==> config.mk <==
export PLATFORM = sky130hd
export DESIGN_NAME = dcm_spi_master
export DESIGN_NICKNAME = d
export VERILOG_FILES = /design/src/rtl/dcm_spi_pkg.sv /design/src/rtl/dcm_spi_shifter.sv /design/src/rtl/dcm_spi_master.sv
export SDC_FILE = /design/constraint.sdc
export NUM_CORES = 1
export LEC_CHECK = 0
export BUFFER_PORTS_ARGS = -buffer_cell sky130_fd_sc_hd__buf_2
export CORE_MARGIN = 2
export CORE_UTILIZATION = 50
export DETAILED_ROUTE_END_ITERATION = 8
export PLACE_DENSITY = 0.71
export RECOVER_POWER = 100
export SLEW_MARGIN = 5
export SYNTH_ARGS = -nofsm -noshare
export SYNTH_HDL_FRONTEND = slang
export SYNTH_HIERARCHICAL = 1
export SYNTH_SLANG_ARGS = --single-unit
==> constraint.sdc <==
create_clock -name clk -period 2 [get_ports clk]
set_clock_uncertainty 0.15 [all_clocks]
set_input_delay 0.5 -clock clk [delete_from_list [all_inputs] [get_ports clk]]
set_output_delay 0.5 -clock clk [all_outputs]
set_load 0.02 [all_outputs]
==> src/rtl/dcm_spi_pkg.sv <==
// Shared types and register-map constants for the
// dcmctrl SPI master.
package dcm_spi_pkg;

  localparam int CMD_WRITE_BIT = 7;
  localparam int CMD_ADDR_MSB  = 6;
  localparam int CMD_ADDR_LSB  = 0;

  // Per-channel register window; write record is speed
  // then pos[23:0] MSB first, read record is flags then pos.
  localparam int REG_CH_STRIDE = 64;
  localparam int REG_SPEED_OFS = 0;
  localparam int REG_FLAGS_OFS = 0;
  localparam int REG_POS_OFS   = 1;
  localparam int REG_POS_BYTES = 3;

  typedef struct packed {
    logic       wr;
    logic [6:0] addr;
  } cmd_t;

  typedef enum logic [2:0] {
    S_IDLE,
    S_SETUP,
    S_LOAD,
    S_LOW,
    S_HIGH,
    S_HOLD,
    S_GAP
  } state_t;

  function automatic cmd_t mk_cmd(
    input logic       wr,
    input logic [6:0] addr
  );
    return '{wr: wr, addr: addr};
  endfunction

endpackage

==> src/rtl/dcm_spi_shifter.sv <==
// 8-bit MSB-first shift register: parallel load,
// shift-in at the LSB on each MISO sample.
module dcm_spi_shifter (
  input  logic       clk,
  input  logic       reset,
  input  logic       load,
  input  logic [7:0] din,
  input  logic       shift,
  input  logic       sin,
  output logic [7:0] q,
  output logic       msb
);

  always_ff @(posedge clk or negedge reset) begin
    if (!reset) begin
      q <= '0;
    end else if (load) begin
      q <= din;
    end else if (shift) begin
      q <= {q[6:0], sin};
    end
  end

  assign msb = q[7];

endmodule

==> src/rtl/dcm_spi_master.sv <==
// SPI mode-3 master issuing command + N data byte
// frames to the dcmctrl register file.
module dcm_spi_master
  import dcm_spi_pkg::*;
#(
  parameter int CLKDIV   = 5,
  parameter int SS_SETUP = 5,
  parameter int SS_HOLD  = 10
) (
  input  logic       clk,
  input  logic       reset,
  input  logic       xfer_start,
  input  logic [7:0] xfer_cmd,
  input  logic [7:0] xfer_len,
  output logic       xfer_busy,
  output logic       xfer_done,
  input  logic [7:0] tx_data,
  input  logic       tx_valid,
  output logic       tx_ready,
  output logic [7:0] rx_data,
  output logic       rx_valid,
  output logic       spi_ss,
  output logic       spi_clk,
  output logic       spi_mosi,
  input  logic       spi_miso
);

  localparam int M1 = (CLKDIV > SS_SETUP) ? CLKDIV : SS_SETUP;
  localparam int MX = (M1 > SS_HOLD) ? M1 : SS_HOLD;
  localparam int CW = $clog2(MX + 1);

  localparam logic [CW-1:0] DIV_LD  = CW'(CLKDIV - 1);
  localparam logic [CW-1:0] SET_LD  = CW'(SS_SETUP - 1);
  localparam logic [CW-1:0] HOLD_LD = CW'(SS_HOLD - 1);

  state_t        state;
  logic [CW-1:0] cnt;
  logic [2:0]    bit_cnt;
  logic [7:0]    byte_cnt;
  cmd_t          cmd_q;
  logic          data_ph;
  logic          rx_pend;

  logic          sh_load;
  logic          sh_shift;
  logic [7:0]    sh_din;
  logic [7:0]    sh_q;
  logic          sh_msb;

  always_comb begin
    sh_load  = 1'b0;
    sh_shift = 1'b0;
    sh_din   = cmd_q;
    unique case (1'b1)
      state == S_SETUP: sh_load = (cnt == '0);
      state == S_LOAD: begin
        sh_load = tx_valid;
        sh_din  = tx_data;
      end
      state == S_LOW: sh_shift = (cnt == '0);
      default: ;
    endcase
  end

  dcm_spi_shifter u_shifter (
    .clk   (clk),
    .reset (reset),
    .load  (sh_load),
    .din   (sh_din),
    .shift (sh_shift),
    .sin   (spi_miso),
    .q     (sh_q),
    .msb   (sh_msb)
  );

  always_ff @(posedge clk or negedge reset) begin
    if (!reset) begin
      state     <= S_IDLE;
      cnt       <= '0;
      bit_cnt   <= '0;
      byte_cnt  <= '0;
      cmd_q     <= '0;
      data_ph   <= 1'b0;
      rx_pend   <= 1'b0;
      spi_ss    <= 1'b1;
      spi_clk   <= 1'b1;
      spi_mosi  <= 1'b0;
      xfer_busy <= 1'b0;
      xfer_done <= 1'b0;
      tx_ready  <= 1'b0;
      rx_valid  <= 1'b0;
      rx_data   <= '0;
    end else begin
      xfer_done <= 1'b0;
      rx_valid  <= rx_pend;
      rx_pend   <= 1'b0;
      if (rx_pend) rx_data <= sh_q;
      unique case (state)
        S_IDLE: begin
          if (xfer_start) begin
            cmd_q     <= xfer_cmd;
            byte_cnt  <= xfer_len;
            bit_cnt   <= '0;
            data_ph   <= 1'b0;
            spi_ss    <= 1'b0;
            xfer_busy <= 1'b1;
            cnt       <= SET_LD;
            state     <= S_SETUP;
          end
        end
        S_SETUP: begin
          if (cnt == '0) begin
            spi_mosi <= cmd_q.wr;
            spi_clk  <= 1'b0;
            cnt      <= DIV_LD;
            state    <= S_LOW;
          end else begin
            cnt <= cnt - CW'(1);
          end
        end
        S_LOAD: begin
          if (tx_valid) begin
            tx_ready <= 1'b0;
            spi_mosi <= tx_data[7];
            spi_clk  <= 1'b0;
            data_ph  <= 1'b1;
            cnt      <= DIV_LD;
            state    <= S_LOW;
          end
        end
        S_LOW: begin
          if (cnt == '0) begin
            spi_clk <= 1'b1;
            rx_pend <= data_ph && (bit_cnt == 3'd7);
            cnt     <= DIV_LD;
            state   <= S_HIGH;
          end else begin
            cnt <= cnt - CW'(1);
          end
        end
        S_HIGH: begin
          if (cnt == '0) begin
            bit_cnt <= bit_cnt + 3'd1;
            if (bit_cnt != 3'd7) begin
              spi_clk  <= 1'b0;
              spi_mosi <= sh_msb;
              cnt      <= DIV_LD;
              state    <= S_LOW;
            end else if (byte_cnt != 8'd0) begin
              byte_cnt <= byte_cnt - 8'd1;
              tx_ready <= 1'b1;
              state    <= S_LOAD;
            end else begin
              cnt   <= HOLD_LD;
              state <= S_HOLD;
            end
          end else begin
            cnt <= cnt - CW'(1);
          end
        end
        S_HOLD: begin
          if (cnt == '0) begin
            spi_ss <= 1'b1;
            cnt    <= HOLD_LD;
            state  <= S_GAP;
          end else begin
            cnt <= cnt - CW'(1);
          end
        end
        S_GAP: begin
          if (cnt == '0) begin
            xfer_done <= 1'b1;
            xfer_busy <= 1'b0;
            state     <= S_IDLE;
          end else begin
            cnt <= cnt - CW'(1);
          end
        end
        default: state <= S_IDLE;
      endcase
    end
  end

endmodule

Word-level counts from Yosys, hierarchy flattened
Index checks and enable logic that the tools add are counted.
{"block": "classes", "addsub": 3, "n_eq_ne": 20, "muxes": 57, "n_reduce_logical": 25}
{"cell": "$mux W8", "count": 7}
{"cell": "$mux W3", "count": 11}
{"cell": "$mux W4", "count": 8}
{"cell": "$pmux W4 S6", "count": 1}
{"cell": "$pmux W3 S7", "count": 1}
{"cell": "$mux W1", "count": 20}
{"cell": "$reduce_and A5 Y1", "count": 4}
{"cell": "$ne A2 B2 Y1 const B", "count": 9}
{"cell": "$pmux W8 S2", "count": 1}
{"cell": "$eq A3 B3 Y1 const B", "count": 4}
{"cell": "$reduce_and A3 Y1", "count": 4}
{"cell": "$reduce_bool A2 Y1", "count": 6}
{"cell": "$pmux W1 S2", "count": 5}
{"cell": "$reduce_bool A8 Y1", "count": 1}
{"cell": "$sub A8 B1 Y8 const B", "count": 1}
{"cell": "$reduce_and A7 Y1", "count": 1}
{"cell": "$eq A3 B2 Y1 const B", "count": 2}
{"cell": "$pmux W3 S2", "count": 1}
{"cell": "$reduce_and A6 Y1", "count": 1}
{"cell": "$reduce_bool A6 Y1", "count": 1}
{"cell": "$logic_not A4 Y1", "count": 1}
{"cell": "$ne A2 B1 Y1 const B", "count": 2}
{"cell": "$ne A4 B4 Y1 const B", "count": 1}
{"cell": "$pmux W1 S4", "count": 1}
{"cell": "other kinds (11)", "count": 11}
{"block": "totals", "regBits": 51, "output_inout_bits": 15, "elab_cells": 122, "inputBits": 29}

Depth between registers and ports, before layout
{"block": "logic_depth", "depth_word": 5, "mapped_depth": 8, "depth_no_buf": 7}

Modules after synthesis
Netlist, hierarchy kept.
{"module": "dcm_spi_master", "cells_per_inst": 248, "area_per_inst_um2": 2488.6, "seq_area_each_um2": 1078.5, "n_inst": 1}
{"module": "dcm_spi_shifter", "cells_per_inst": 35, "area_per_inst_um2": 380.4, "seq_area_each_um2": 200.2, "n_inst": 1}

Worst setup path after synthesis
OpenSTA, ideal clock, no wires.
{"block": "synth_path", "path_kind": "flip-flop to flip-flop", "from": "reg cnt[0]", "to": "reg u_shifter.q[0]", "setup_ns": 0.141, "path_buffers": 1, "path_slack_ns": -0.198, "path_stages_with_launch": 9, "period_less_slack_ns": 2.198, "required_ns": 1.709, "t_arrival_ns": 1.908, "path_cell_list": "dfrtp_1 > inv_1 > ha_1 > nor3b_2 > nand2_1 > nor3b_1 > buf_6 > mux2i_1 > o21ai_1"}
{"block": "synth_between", "elab_chain_cells": 3, "word_cells_on_any_way": 5, "classes_between": "mux (3); reduce/logical (2)"}
{"item": "from (decl)", "line": "dcm_spi_master.sv:37", "text": "logic [CW-1:0] cnt;"}
{"item": "from (signal assigned)", "line": "dcm_spi_master.sv:118", "text": "cnt <= cnt - CW'(1);"}
{"item": "from (signal assigned)", "line": "dcm_spi_master.sv:138", "text": "cnt <= cnt - CW'(1);"}
{"item": "from (signal assigned)", "line": "dcm_spi_master.sv:158", "text": "cnt <= cnt - CW'(1);"}
{"item": "$logic_not A4 Y1", "line": "dcm_spi_master.sv:60", "text": "state == S_LOW: sh_shift = (cnt == '0);"}
{"item": "$mux W1", "line": "dcm_spi_master.sv:54", "text": "unique case (1'b1)"}
{"item": "net sh_shift", "line": "dcm_spi_master.sv:45", "text": "logic sh_shift;"}
{"item": "$reduce_bool A2 Y1 (no line)"}
{"item": "to (signal assigned)", "line": "dcm_spi_shifter.sv:18", "text": "q <= din;"}
{"item": "to (signal assigned)", "line": "dcm_spi_shifter.sv:20", "text": "q <= {q[6:0], sin};"}
{"item": "to (decl)", "line": "dcm_spi_shifter.sv:10", "text": "output logic [7:0] q,"}
The timed path passes the listed nets, and every way through them passes these cells.
A chain may end at the register's enable or synchronous reset.

Worst setup path in the final report
{"block": "layout_path", "from": "reg state[2]", "to": "reg cnt[0]"}
{"block": "layout_between", "elab_chain_cells": 4, "word_cells_on_any_way": 15, "classes_between": "eq/ne (10); mux (1); reduce/logical (4)"}
{"item": "from (decl)", "line": "dcm_spi_master.sv:36", "text": "state_t state;"}
{"item": "from (signal assigned)", "line": "dcm_spi_master.sv:78", "text": "state <= S_IDLE;"}
{"item": "from (signal assigned)", "line": "dcm_spi_master.sv:108", "text": "state <= S_SETUP;"}
{"item": "from (signal assigned)", "line": "dcm_spi_master.sv:116", "text": "state <= S_LOW;"}
{"item": "$eq A3 B1 Y1 or $eq A3 B2 Y1 (tied branches)", "line": "dcm_spi_master.sv:98", "text": "unique case (state)"}
{"item": "$reduce_or A2 Y1 (no line)"}
{"item": "$reduce_bool A6 Y1 (no line)"}
{"item": "$reduce_and A5 Y1 (no line)"}
Parallel ways exist; a longest one is shown, timed or not.

==> impl_results.md <==
- Critical Path Source Type: flip-flop
- Power, Total: 4.58 mW
- Finished Cell Area: 3520 um2
- Largest net degree at the start of global routing: 33
- Ys flop type: dfrtp_1
- RSZ-0062 raised after global routing: true
- R2r startpoint: state[2]$_DFFE_PN0P_
- Max transition margin: 67.3%
- Slack of the worst reg-to-reg path: 0.02 ns
- Seq/Total Area, Yosys: 44.6%
- Placed cell area: 3310 um2
- Final hold vios: 0
- Destination of the worst hold path: cmd_q[5]$_DFFE_PN0P_
- Clock Sinks: 51
- Mapped cell area: 2870 um2
- Skew-Pair Late Insertion Delay: 0.31 ns
- Final setup vio count: 0
- Commonest cells after routing, fill and taps aside: nand2_1, dfrtp_1, buf_4, buf_2, mux2_2
- Row cnt: 27
- Drt pass-1 iters: 5
- Gate Count Post-Synth: 283
- Most common cell after layout, fill and taps aside: nand2_1
- Final HPWL DP: 4660 um
- Arr. time, crit path: 2.03 ns
- Async set-reset flop share out of synthesis: 100%
- Setup WS post-layout: 0.0184 ns
- Class of the worst hold path: in -> reg
- Worst-Margin Slew: 0.490 ns
- GRT Overall Usage: between 20% and 30%
- FF-to-FF path depth: 5
- Worst R2R End: cnt[0]$_DFFE_PN0P_
- Leakage: 1.59 nW
- Overflow after GRT: 0
- Final period util: 99.1%
- Initial Utilization: 51.8%
- Core Area: 5540 um2
- I/O Buffers: 43
- Num CTS Buffers: 5
- Non-filler cells, final: between 400 and 500
- First-pass GRT wire length: 11000 um
- Buffers and inverters on the worst path: 1
- Clock Path Buffers: 2
- DR WL/cell: between 15 and 20 um
- DRT antenna net count: 0
- Die H: 79.8 um
- Post-synth EDFFs: 0
- Synth-to-layout area growth: 22.9%
- CP delay by family, top: simple AND/OR/NAND/NOR gates
- Synthesized Nets: 317
- Count of final max-slew check failures: 0
- Hold path cells: 3
- Die area: 6360 um2
- Final routed DRC violation total: 0
- Layout cells sized above 1: 35.0%
- Status: finished clean
- Setup TNS after final layout: 0 ns
- Crit-path cells: buf_4 > nor4b_1 > a211oi_2 > and3_1 > mux2_1
- Antenna violations before repair: 0
- FF+latch count, synth: roughly 50
- Worst EP required: 2.05 ns
- Yosys warns: 6
- Distinct cells, synth: 55
- Antenna diodes: 0
- Inst Count DP: 410
- F_max: 0.505 GHz
- Via density: about 5.5
- I/O pin total: 44
- Setup WS pre-CTS: -0.0120 ns
- Slowest-stage cell, CP: dfrtp_1
- Setup crit start: state[2]$_DFFE_PN0P_
- Routed Wire Length: 6490 um
- CP Max Fanout: 18
- Die X-Extent: about 80 um
- Vias in the first global route: between 2k and 2.5k
- Synthesized area per cell: 10.1 um2
- CTS tree: done
- Crit. End Element: flip-flop
- Worst VDD drop: approximately 0.65 mV
- Number of H-tree levels: 2
- # Max-Cap Violations: 0
- CP peak stage delay: roughly 0.47 ns
- Clk pin slew, worst setup/hold paths: 0.10 ns
- Critical path class: reg -> reg
- Vias: roughly 2.3k
- Worst hold start: xfer_cmd[5]
- Final net count: 384
- Final min period: 1.98 ns
- Iter 0 DRT Violations: 166
- PwrDens: 1300 nW/um2
- Final Wtd Congestion: 0.888
- CTS root buf: clkbuf_8
[worst reg2reg max path: cells and delay by family (launching register included)]
| family | cells | cell delay (ns) |
|---|---|---|
| AOI/OAI and AO/OA | 1 | 0.12 |
| and+or+nand+nor | 2 | 0.61 |
| muxes | 1 | 0.28 |
| buffers and inverters | 1 | 0.24 |
| DFF | 1 | 0.47 |
[report_power, final]
part / leakage, nW / switching, mW / internal (mW)
combinational: 0.896 / 1.04 / 1.08
sequential: 0.642 / 0.339 / 1.39
clock: 0.0548 / 0.369 / 0.377
total: 1.59 / 1.74 / 2.84
[timing repair]
action	in CTS	in global routing
pin swaps	0	6
hold endpoints to repair	17	0
endpoints found under the setup margin	9	19
gates resized for setup	4	20
gates cloned	0	1
hold buffers	1	0
setup buffers	1	2
[layout make-up]
cell class	count	area (um2)
inverters	7	26.3
repair buffers	80	490
well taps	72	90.1
clock buffers	5	68.8
clock inverters	3	46.3
fillers	488	2020
flip-flops and latches	51	1280
multi-input cells	205	1520
[sequential cells by signal (all words and copies together) (netlist names)]
register     flops
cmd_q            8
byte_cnt         8
spi_clk          1
rx_pend          1
xfer_done        1
xfer_busy        1
spi_ss           1
rx_valid         1
state            3
tx_ready         1
bit_cnt          3
data_ph          1
rx_data          8
u_shifter/q      8
spi_mosi         1
cnt              4
[Yosys cell counts, drive strengths merged, types with 2 or more instances]
library cell | number | area [um2]
clkbuf | 7 | 26.3
ha | 5 | 62.6
a21oi | 12 | 60.1
mux2 | 21 | 236
a211oi | 3 | 22.5
a41oi | 3 | 26.3
o211ai | 3 | 27.5
a2bb2oi | 2 | 17.5
nor4b | 4 | 65.1
o21a | 2 | 15.0
nor2 | 11 | 41.3
nand3 | 12 | 65.1
o21ai | 15 | 86.3
nand2 | 54 | 203
buf | 13 | 124
or4b | 2 | 20.0
dfrtp | 49 | 1230
or3b | 3 | 26.3
and3 | 2 | 12.5
nor3b | 7 | 57.6
a31oi | 2 | 12.5
nor3 | 2 | 10.0
nand3b | 2 | 15.0
o22ai | 7 | 43.8
or4 | 2 | 18.8
inv | 7 | 26.3
a22oi | 3 | 22.5
a22o | 2 | 17.5
dfstp | 2 | 52.6
mux2i | 9 | 90.1
and2 | 2 | 12.5
[cells by family (layout without fill, tap and decap cells)]
logic type / count (synthesis) / after routing / synth area share, %
compound gates: 61 / 61 / 14.3
xor+xnor: 1 / 1 / 0.305
fa+ha+maj: 6 / 6 / 2.53
buf+inv: 27 / 95 / 6.15
flops: 51 / 51 / 44.6
mux: 30 / 30 / 11.4
simple gates: 107 / 107 / 20.7
[layer usage]
layer,track usage [%],vias up,part of all wire [%]
met5,0,-,0
met4,6.95,0,1.3
met3,4.19,8,4.1
met2,34.4,60,49
met1,31.5,1115,46
li1,-,1146,-
[worst max path at each step]
stage                                             to  depth (start not counted)  slack (ns)
after global routing              cnt[0]$_DFFE_PN0P_                          5       -0.10
after floorplan           u_shifter/q[0]$_DFFE_PN0P_                          8       0.008
after detailed placement     byte_cnt[2]$_DFFE_PN0P_                          6       -0.01
final                             cnt[0]$_DFFE_PN0P_                          5        0.02
after global placement       byte_cnt[3]$_DFFE_PN0P_                          5       -0.01
after CTS                       spi_mosi$_DFFE_PN0P_                          5        0.02
[metrics by stage]
| stage | utilization [%] | hold WS, ns |
|---|---|---|
| after detailed placement | 59.8 | 0.308 |
| after global placement | 59.8 | 0.306 |
| after global routing | 63.6 | 0.224 |
| after CTS | 62.4 | 0.213 |
| final | 63.6 | 0.219 |
| after floorplan | - | 0.0544 |
(Power assumes the default switching activity.)
